`src/rtl/pipo_load_arbiter_pkg.sv`:
```
// pipo_arb_pkg: shared types, default parameters and helpers for the load arbiter.
// Provides the FSM state enum, parameter defaults and a one-hot helper.
package pipo_arb_pkg;

    localparam int N_REQ_DEF = 4;
    localparam int W_DEF     = 4;
    localparam int HOLD_DEF  = 2;
    localparam int MAX_REQ   = 8;

    typedef enum logic {
        ST_IDLE,
        ST_HOLD
    } state_t;

    function automatic logic [MAX_REQ-1:0] onehot(input int unsigned idx);
        logic [MAX_REQ-1:0] v;
        v = '0;
        v[idx[2:0]] = 1'b1;
        return v;
    endfunction

endpackage

```
`src/rtl/pipo_load_arbiter_if.sv`:
```
// pipo_load_arbiter_if: requester bus (req/data in, gnt/q/owner/valid/busy out).
// master = requester side, slave = arbiter side.
interface pipo_load_arbiter_if
    import pipo_arb_pkg::*;
#(
    parameter int N_REQ = N_REQ_DEF,
    parameter int W     = W_DEF
);
    localparam int IW = (N_REQ > 1) ? $clog2(N_REQ) : 1;

    logic [N_REQ-1:0]   req;
    logic [N_REQ*W-1:0] data;
    logic [N_REQ-1:0]   gnt;
    logic [W-1:0]       q;
    logic [IW-1:0]      owner;
    logic               valid;
    logic               busy;

    modport master (
        output req, data,
        input  gnt, q, owner, valid, busy
    );

    modport slave (
        input  req, data,
        output gnt, q, owner, valid, busy
    );

endinterface

```
`src/rtl/pipo_load_arbiter_rr_pick.sv`:
```
// rr_pick: combinational round-robin picker.
// Ports: req (requests), ptr (search start) -> win (index), any (some req set).
module rr_pick #(
    parameter int N_REQ = 4,
    parameter int IW    = 2
) (
    input  logic [N_REQ-1:0] req,
    input  logic [IW-1:0]    ptr,
    output logic [IW-1:0]    win,
    output logic             any
);

    int idx;

    // Scan from ptr upward with wrap; first hit wins.
    always_comb begin
        win = '0;
        any = 1'b0;
        idx = 0;
        for (int off = 0; off < N_REQ; off++) begin
            idx = int'(ptr) + off;
            if (idx >= N_REQ) idx = idx - N_REQ;
            if (!any && req[idx]) begin
                any = 1'b1;
                win = IW'(idx);
            end
        end
    end

endmodule

```
`src/rtl/pipo_load_arbiter.sv`:
```
// pipo_load_arbiter: N requesters share one W-bit holding register, RR arbitration,
// HOLD-cycle lock after each load. Ports: clk, rst (async low), clr (sync), bus (slave).
// Option PIPO_ARB_FIXED_PRIO_EN: lowest index wins, no rr pointer.
module pipo_load_arbiter
    import pipo_arb_pkg::*;
#(
    parameter int N_REQ = N_REQ_DEF,
    parameter int W     = W_DEF,
    parameter int HOLD  = HOLD_DEF
) (
    input  logic clk,
    input  logic rst,
    input  logic clr,
    pipo_load_arbiter_if.slave bus
);

    localparam int IW = (N_REQ > 1) ? $clog2(N_REQ) : 1;

    state_t             state;
    logic [3:0]         cnt;
    logic [IW-1:0]      ptr;
    logic [IW-1:0]      win;
    logic               any;
    logic [MAX_REQ-1:0] oh8;
    logic [N_REQ-1:0]   win_oh;
    logic [W-1:0]       win_data;
    logic               load;

    rr_pick #(
        .N_REQ(N_REQ),
        .IW   (IW)
    ) u_pick (
        .req(bus.req),
        .ptr(ptr),
        .win(win),
        .any(any)
    );

    assign oh8      = onehot(int'(win));
    assign win_oh   = oh8[N_REQ-1:0];
    assign win_data = bus.data[int'(win)*W +: W];
    assign load     = (state == ST_IDLE) && any && !clr;

`ifdef PIPO_ARB_FIXED_PRIO_EN
    assign ptr = '0;
`else
    // Pointer survives clr so fairness carries across clears.
    always_ff @(posedge clk or negedge rst) begin
        if (!rst) begin
            ptr <= '0;
        end else if (load) begin
            ptr <= (win == IW'(N_REQ - 1)) ? '0 : win + 1'b1;
        end
    end
`endif

    always_ff @(posedge clk or negedge rst) begin
        if (!rst) begin
            state     <= ST_IDLE;
            cnt       <= '0;
            bus.q     <= '0;
            bus.owner <= '0;
            bus.valid <= 1'b0;
            bus.gnt   <= '0;
            bus.busy  <= 1'b0;
        end else if (clr) begin
            state     <= ST_IDLE;
            cnt       <= '0;
            bus.q     <= '0;
            bus.owner <= '0;
            bus.valid <= 1'b0;
            bus.gnt   <= '0;
            bus.busy  <= 1'b0;
        end else begin
            unique case (state)
                ST_IDLE: begin
                    bus.gnt <= '0;
                    if (any) begin
                        bus.q     <= win_data;
                        bus.owner <= win;
                        bus.valid <= 1'b1;
                        bus.gnt   <= win_oh;
                        bus.busy  <= 1'b1;
                        cnt       <= 4'(HOLD - 1);
                        state     <= ST_HOLD;
                    end
                end
                ST_HOLD: begin
                    bus.gnt <= '0;
                    if (cnt == 4'd0) begin
                        state    <= ST_IDLE;
                        bus.busy <= 1'b0;
                    end else begin
                        cnt <= cnt - 4'd1;
                    end
                end
                default: state <= ST_IDLE;
            endcase
        end
    end

endmodule

```
`src/flat_wrapper.sv`:
```
// flat-port wrapper written by rule: the top's interface ports become plain ports
module pipo_load_arbiter_flat import pipo_arb_pkg::*;
#(
    parameter int N_REQ = N_REQ_DEF,
    parameter int W     = W_DEF,
    parameter int HOLD  = HOLD_DEF
)
  (clk, rst, clr, bus_req, bus_data, bus_gnt, bus_q, bus_owner, bus_valid, bus_busy);
  pipo_load_arbiter_if #(.N_REQ(N_REQ), .W(W)) bus_i ();
  input  logic clk;
  input  logic rst;
  input  logic clr;
  input wire logic [$bits(bus_i.req)-1:0] bus_req;
  input wire logic [$bits(bus_i.data)-1:0] bus_data;
  output wire logic [$bits(bus_i.gnt)-1:0] bus_gnt;
  output wire logic [$bits(bus_i.q)-1:0] bus_q;
  output wire logic [$bits(bus_i.owner)-1:0] bus_owner;
  output wire logic [$bits(bus_i.valid)-1:0] bus_valid;
  output wire logic [$bits(bus_i.busy)-1:0] bus_busy;
  assign bus_i.req = bus_req;
  assign bus_i.data = bus_data;
  assign bus_gnt = bus_i.gnt;
  assign bus_q = bus_i.q;
  assign bus_owner = bus_i.owner;
  assign bus_valid = bus_i.valid;
  assign bus_busy = bus_i.busy;
  pipo_load_arbiter #(.N_REQ(N_REQ), .W(W), .HOLD(HOLD)) u_core (.clk(clk), .rst(rst), .clr(clr), .bus(bus_i));
endmodule
```
`config.mk`:
```
export PLATFORM = sky130hd
export DESIGN_NAME = pipo_load_arbiter_flat
export DESIGN_NICKNAME = d
export VERILOG_FILES = /design/src/rtl/pipo_load_arbiter_pkg.sv /design/src/rtl/pipo_load_arbiter_if.sv /design/src/rtl/pipo_load_arbiter_rr_pick.sv /design/src/rtl/pipo_load_arbiter.sv /design/src/flat_wrapper.sv
export SDC_FILE = /design/constraint.sdc
export NUM_CORES = 1
export LEC_CHECK = 0
export ABC_AREA = 1
export BUFFER_PORTS_ARGS = -buffer_cell sky130_fd_sc_hd__buf_2
export CORE_MARGIN = 4
export CORE_UTILIZATION = 52
export DETAILED_ROUTE_END_ITERATION = 10
export GPL_TIMING_DRIVEN = 0
export PLACE_DENSITY = 0.76
export RECOVER_POWER = 100
export SLEW_MARGIN = 40
export SYNTH_ARGS = -nofsm -noshare
export SYNTH_HDL_FRONTEND = slang
export SYNTH_HIERARCHICAL = 1
export SYNTH_SLANG_ARGS = --single-unit
```
`constraint.sdc`:
```
create_clock -name clk -period 2.69 [get_ports clk]
set_clock_uncertainty 0.05 [all_clocks]
set_input_delay 0.1345 -clock clk [delete_from_list [all_inputs] [get_ports clk]]
set_output_delay 0.1345 -clock clk [all_outputs]
set_load 0.05 [all_outputs]
```
* Word level (Yosys, flattened, before mapping)
Index checks and enable logic that the tools add are counted.
** Storage, ports and cells
- Bits in registers :: 19
- Word-level logic and storage cells :: 99
- Input port bits :: 23
- Output and inout bits :: 12
** Cells by class
- $add $sub $neg :: 9
- Muxes and demuxes :: 50
- $lt $le $gt $ge :: 10
- Reductions and logical operators :: 15
- Shift-type cells :: 1
- Bitwise gates (word level) :: 1
- Equal/unequal tests :: 5
** Operators with widths (number)
- $lt 32x4->1 const B :: 4
- $mux 32 :: 4
- $mux 4 :: 8
- $mux 1 :: 21
- $mux 2 :: 8
- $pmux 4 s2 :: 2
- $shiftx 16x5->4 :: 1
- $sub 3x3->4 const B :: 3
- $ge 3x3->1 const B :: 3
- $bmux 1 s2 :: 4
- $add 2x2->3 const B :: 2
- $logic_and 1x1->1 :: 6
- $ne 3x3->1 const B :: 2
- $reduce_and 2->1 :: 3
- $logic_not 1->1 :: 4
- $logic_not 4->1 :: 1
- $lt 2x4->1 const B :: 1
- $pmux 1 s2 :: 2
- $sub 2x3->4 const B :: 1
- $sub 4x1->4 const B :: 1
- $add 2x1->3 const B :: 1
- $ge 2x3->1 const B :: 1
- $ne 3x2->1 const B :: 1
- $add 2x1->2 const B :: 1
- 6 further kinds :: 6

* Depth between registers and ports, before layout
- Depth in word-level cells :: 22
- Depth in mapped cells :: 16
- Gate-level depth less buffers :: 15

* Modules after synthesis
Netlist, hierarchy kept.
** By module, submodules not included
- pipo_load_arbiter :: instances 1, cells an instance 120, area each 992.2 um^2, sequential area each 475.5 um^2
- rr_pick :: instances 1, cells an instance 59, area each 319.1 um^2, sequential area each 0.0 um^2

* Worst setup path after synthesis
OpenSTA, ideal clock, no wires.
- Kind :: register to register
- Start point :: register u_core.ptr[0]
- End point :: register u_core.ptr[1]
- Library setup time :: 0.117 ns
- Buffers on the path :: 2
- Required time :: 2.523 ns
- Arrival time :: 1.795 ns
- Period minus slack after synthesis :: 1.962 ns
- Cell stages (with the launch flop) :: 16
- Setup slack :: 0.728 ns
- Path through :: dfrtp_1 -> buf_6 -> nand2_1 -> nand2_4 -> nand2_2 -> nand2_2 -> nor2_4 -> nand3_2 -> nand2_1 -> nand2_1 -> inv_1 -> buf_2 -> inv_2 -> ha_1 -> nand2_1 -> nand2_1
** Between the ends
- Word-level cells in the longest chain between the ends :: 17
- Elaborated cells on any way between the ends :: 46
- Those cells by class :: add/sub (8); order compare (4); eq/ne (1); mux (25); reduce/logical (8)
** Ends and longest elaborated chain
- start: declaration :: RTL line pipo_load_arbiter.sv:21 : logic [IW-1:0] ptr;
- start signal: assignment :: RTL line pipo_load_arbiter.sv:52 : ptr <= (win == IW'(N_REQ - 1)) ? '0 : win + 1'b1;
- parallel branches: the longest is 14 deep, another holds $sub 3x3->4
- $mux 2 (*) :: RTL line pipo_load_arbiter_rr_pick.sv:23 : if (!any && req[idx]) begin
- via u_core.win[0] :: RTL line pipo_load_arbiter.sv:22 : logic [IW-1:0] win;
- $add 2x1->2 / $eq 2x2->1 (equally long branches) :: RTL line pipo_load_arbiter.sv:52
- $mux 2 (*) :: RTL line pipo_load_arbiter.sv:52
Mark *: on every way through the listed nets, which the timed path passes. The select of a mux whose other input is x is not followed.
A chain may end at the register's enable or synchronous reset.

* Final worst setup path
- Start point :: register u_core.ptr[1]
- End point :: register u_core.ptr[1]
Same word-level chain as after synthesis.

==> run summary <==
The clock drives 19 sinks. After the last flow step, the layout net total stands at 248. Once the clock tree was built, the setup fixing pass inserted 0 buffers.

The logs give 0.363 for the sequential share of the synthesized area and 0 for the count of pins over their slew limit. Global routing finished with a remaining overflow of 0. The leakage power total came out at 0.815 nW.

The detail route stage leaves a number of antenna-violating nets equal to 0. For the pin with the worst max-slew slack, the measured transition is 1.04 ns. The run gives 32 as the number of DRC markers in iteration 0.

The clock insertion delay at the later pin of the skew report is 0.29 ns, and the worst slack after detailed placement is 0.558 ns. Number of CTS-inserted buffers: 3. 35 I/O pins were placed.

The via total after detailed routing came out at 1235. The initial antenna violation count is 0, and the maximum buffer depth of the clock tree is 2. Based on the critical path, the design can be clocked at up to 443 MHz.

The area of the core region came out at 0.00230 mm2. For the count of warnings emitted by yosys, the log shows 6. The final layout contains routed wiring with a total length of 2900 um.

For the overall power, the log shows 0.00211 W. In the post-route analysis, the smallest setup slack over all paths is 0.431 ns. Path category of the worst min-delay check: in -> reg.

Buffers placed on the I/O ports in this run total 34. Synthesis produced a netlist whose cell count is 179. For the worst hold slack after final layout, the log shows 0.155 ns. Using the TritonRoute via totals, the vias-per-cell ratio works out to 5.02.

The tools report the maximum level of the CTS H-tree as 1. The tools report the launching element type of the critical path as a register. Clock-pin slew was measured on the worst setup and hold paths at 0.11 ns.

By startpoint and endpoint, the worst setup path is classified as reg -> reg. The floorplan step defined a die boundary enclosing 0.00339 mm2. The effective utilization at floorplan is 0.571, and the number of resized instances in the post-cts repair step is 0. TritonCTS built the clock tree. Overall track demand over capacity in global routing: 0.187. The number of hold-slack violations in the final timing report is 0, and the total power density per cell area is 1400 mW/mm2.

The layout cell share with drive strength beyond 1 came out at 0.225. From left edge to right edge, the die measures 58.2 um. The logs give 0 for the count of final setup violators and 0.857 for the routability congestion estimate from global placement. The pre-antenna-repair detailed-routing pass consisted of 4 iterations. Antenna diode count: 0. STA classifies the critical path endpoint as a register. Average footprint of a synthesized cell: 7.33 um2. The run finished with clean final reports. After detailed routing, the number of remaining DRC violations is 0. The share of the clock period used by the worst path works out to 0.840. Number of distinct library cells after synthesis: 26. The root buffer cell is sky130_fd_sc_hd__clkbuf_4.

The maximum net fanout on the critical path works out to 11. The number of synthesized register bits was 19; the wire length of the first global-routing pass was 5000 um. The run gives 0 ns as the setup TNS after final layout. The worst slew margin relative to its limit is 0.308, and the largest vdd supply drop is 866 uV. The synthesized net count is 208, and the die height is 58.2 um.

Entering global routing, the biggest net connects 20 pins. The logs give 1210 for the number of global-route vias before repair and 2310 um for the placed wire-length estimate after detailed placement. Setup repair after global routing left no endpoint under its margin.

The post-synthesis to final-layout area growth was 14.8%; the worst path required time was 2.83 ns. The final critical-path required period works out to 2.26 ns. Data arrives at the worst endpoint at 2.40 ns. In the final routed layout, each cell accounts on average for 11.8 um. The floorplan has 17 rows. Across the run, the number of max-cap violations was 0. In this run the cell area of the synthesized design comes to 0.00131 mm2.
## path summary, 6_finish.rpt
check,startpoint,end,slack (ns),cells past startpoint
max,u_core/ptr[1]$_DFFE_PN0P_,u_core/ptr[1]$_DFFE_PN0P_,0.43,15
min,clr,u_core/cnt[3]$_DFFE_PN0P_,0.15,4
max reg2reg,u_core/ptr[1]$_DFFE_PN0P_,u_core/ptr[1]$_DFFE_PN0P_,0.43,15
min reg2reg,u_core/bus.q[0]$_DFFE_PN0P_,u_core/bus.q[0]$_DFFE_PN0P_,0.45,2
max in group asynchronous,rst,u_core/bus.owner[1]$_DFFE_PN0P_,1.49,2
min in group asynchronous,rst,u_core/state$_DFF_PN0_,0.48,2
## registers in the layout, indices dropped and copies added (netlist names)
signal,count
u_core/state,1
u_core/bus.busy,1
u_core/bus.q,4
u_core/bus.valid,1
u_core/cnt,4
u_core/ptr,2
u_core/bus.owner,2
u_core/bus.gnt,4
## through the flow
step | std cells | util | instance area, um2
2_1_floorplan | 179 | - | 1310
3_3_place_gp | 241 | 0.660 | 1520
3_5_place_dp | 241 | 0.660 | 1520
4_1_cts | 246 | 0.676 | 1550
5_1_grt | 246 | 0.655 | 1510
6_report | 246 | 0.655 | 1510
## metal layers
metal / share of wire / track usage / vias to the layer above
met3: 0.057 / 0.0356 / 2
met1: 0.46 / 0.232 / 560
met5: 0 / 0 / -
li1: - / - / 640
met2: 0.48 / 0.327 / 33
met4: 0.0048 / 0.0563 / 0
## power breakdown
group	total, W	switching (W)	internal, W
combinational	0.00148	0.00104	0.000436
clock	0.000141	0.0000860	0.0000553
sequential	0.000487	0.0000829	0.000404
## final cells by class
cell class,instances,area [um2]
well taps,28,35.0
plain buffers,3,20.0
multi-input cells,136,704
clock buffers,3,22.5
inverters,21,78.8
fillers,232,792
flip-flops and latches,19,475
clock inverters,1,5.00
repair buffers,35,164
## synthesized netlist by cell type (all sizes together)
cell type  number  area [um2]
nand2          68         303
nor2           22         103
inv            21        78.8
dfrtp          19         475
o21ai          16        87.6
nand3           9        60.1
ha              6        75.1
a21oi           4        23.8
o22ai           4        25.0
buf             3        27.5
nand4           2        12.5
a21o            1        8.76
nand3b          1        7.51
nor3            1        10.0
o31ai           1        7.51
or2             1        6.26
## kinds of logic (layout without fill, tap and decap cells)
family,count (synthesis),in the layout,synth area share
fa+ha+maj,6,6,0.0573
compound gates,26,26,0.116
buf+inv,24,63,0.0811
flops,19,19,0.363
simple gates,104,104,0.383
## what timing repair did
action,in CTS,in global routing
endpoints found under the setup margin,0,0
endpoints found under the hold margin,19,0
hold buffers,1,0
## critical path, cell delays in order (launching register included)
cell	delay, ns
sky130_fd_sc_hd__dfrtp_1	0.48
sky130_fd_sc_hd__inv_1	0.18
sky130_fd_sc_hd__nand2_2	0.08
sky130_fd_sc_hd__nand2_1	0.06
sky130_fd_sc_hd__nand2_1	0.07
sky130_fd_sc_hd__nand2_1	0.09
sky130_fd_sc_hd__nor2_4	0.12
sky130_fd_sc_hd__nand3_1	0.07
sky130_fd_sc_hd__nand2_1	0.06
sky130_fd_sc_hd__nand2_1	0.04
sky130_fd_sc_hd__inv_1	0.08
sky130_fd_sc_hd__buf_2	0.21
sky130_fd_sc_hd__inv_2	0.12
sky130_fd_sc_hd__ha_1	0.31
sky130_fd_sc_hd__nand2_1	0.07
sky130_fd_sc_hd__nand2_1	0.05
## placed cells by master, fill, tap and decap left out, drive strengths merged
| master | netlist | final |
|---|---|---|
| nand2 | 68 | 68 |
| buf | 3 | 23 |
| nor2 | 22 | 22 |
| inv | 21 | 21 |
| dfrtp | 19 | 19 |
| clkbuf | 0 | 17 |
| o21ai | 16 | 16 |
| nand3 | 9 | 9 |
| ha | 6 | 6 |
| a21oi | 4 | 4 |
| o22ai | 4 | 4 |
| nand4 | 2 | 2 |
| clkinv | 0 | 1 |
| dlygate4sd3 | 0 | 1 |
| nor3 | 1 | 1 |
| a21o | 1 | 1 |
| o31ai | 1 | 1 |
| or2 | 1 | 1 |
| nand3b | 1 | 1 |
Power figures use the tool's default switching activity.
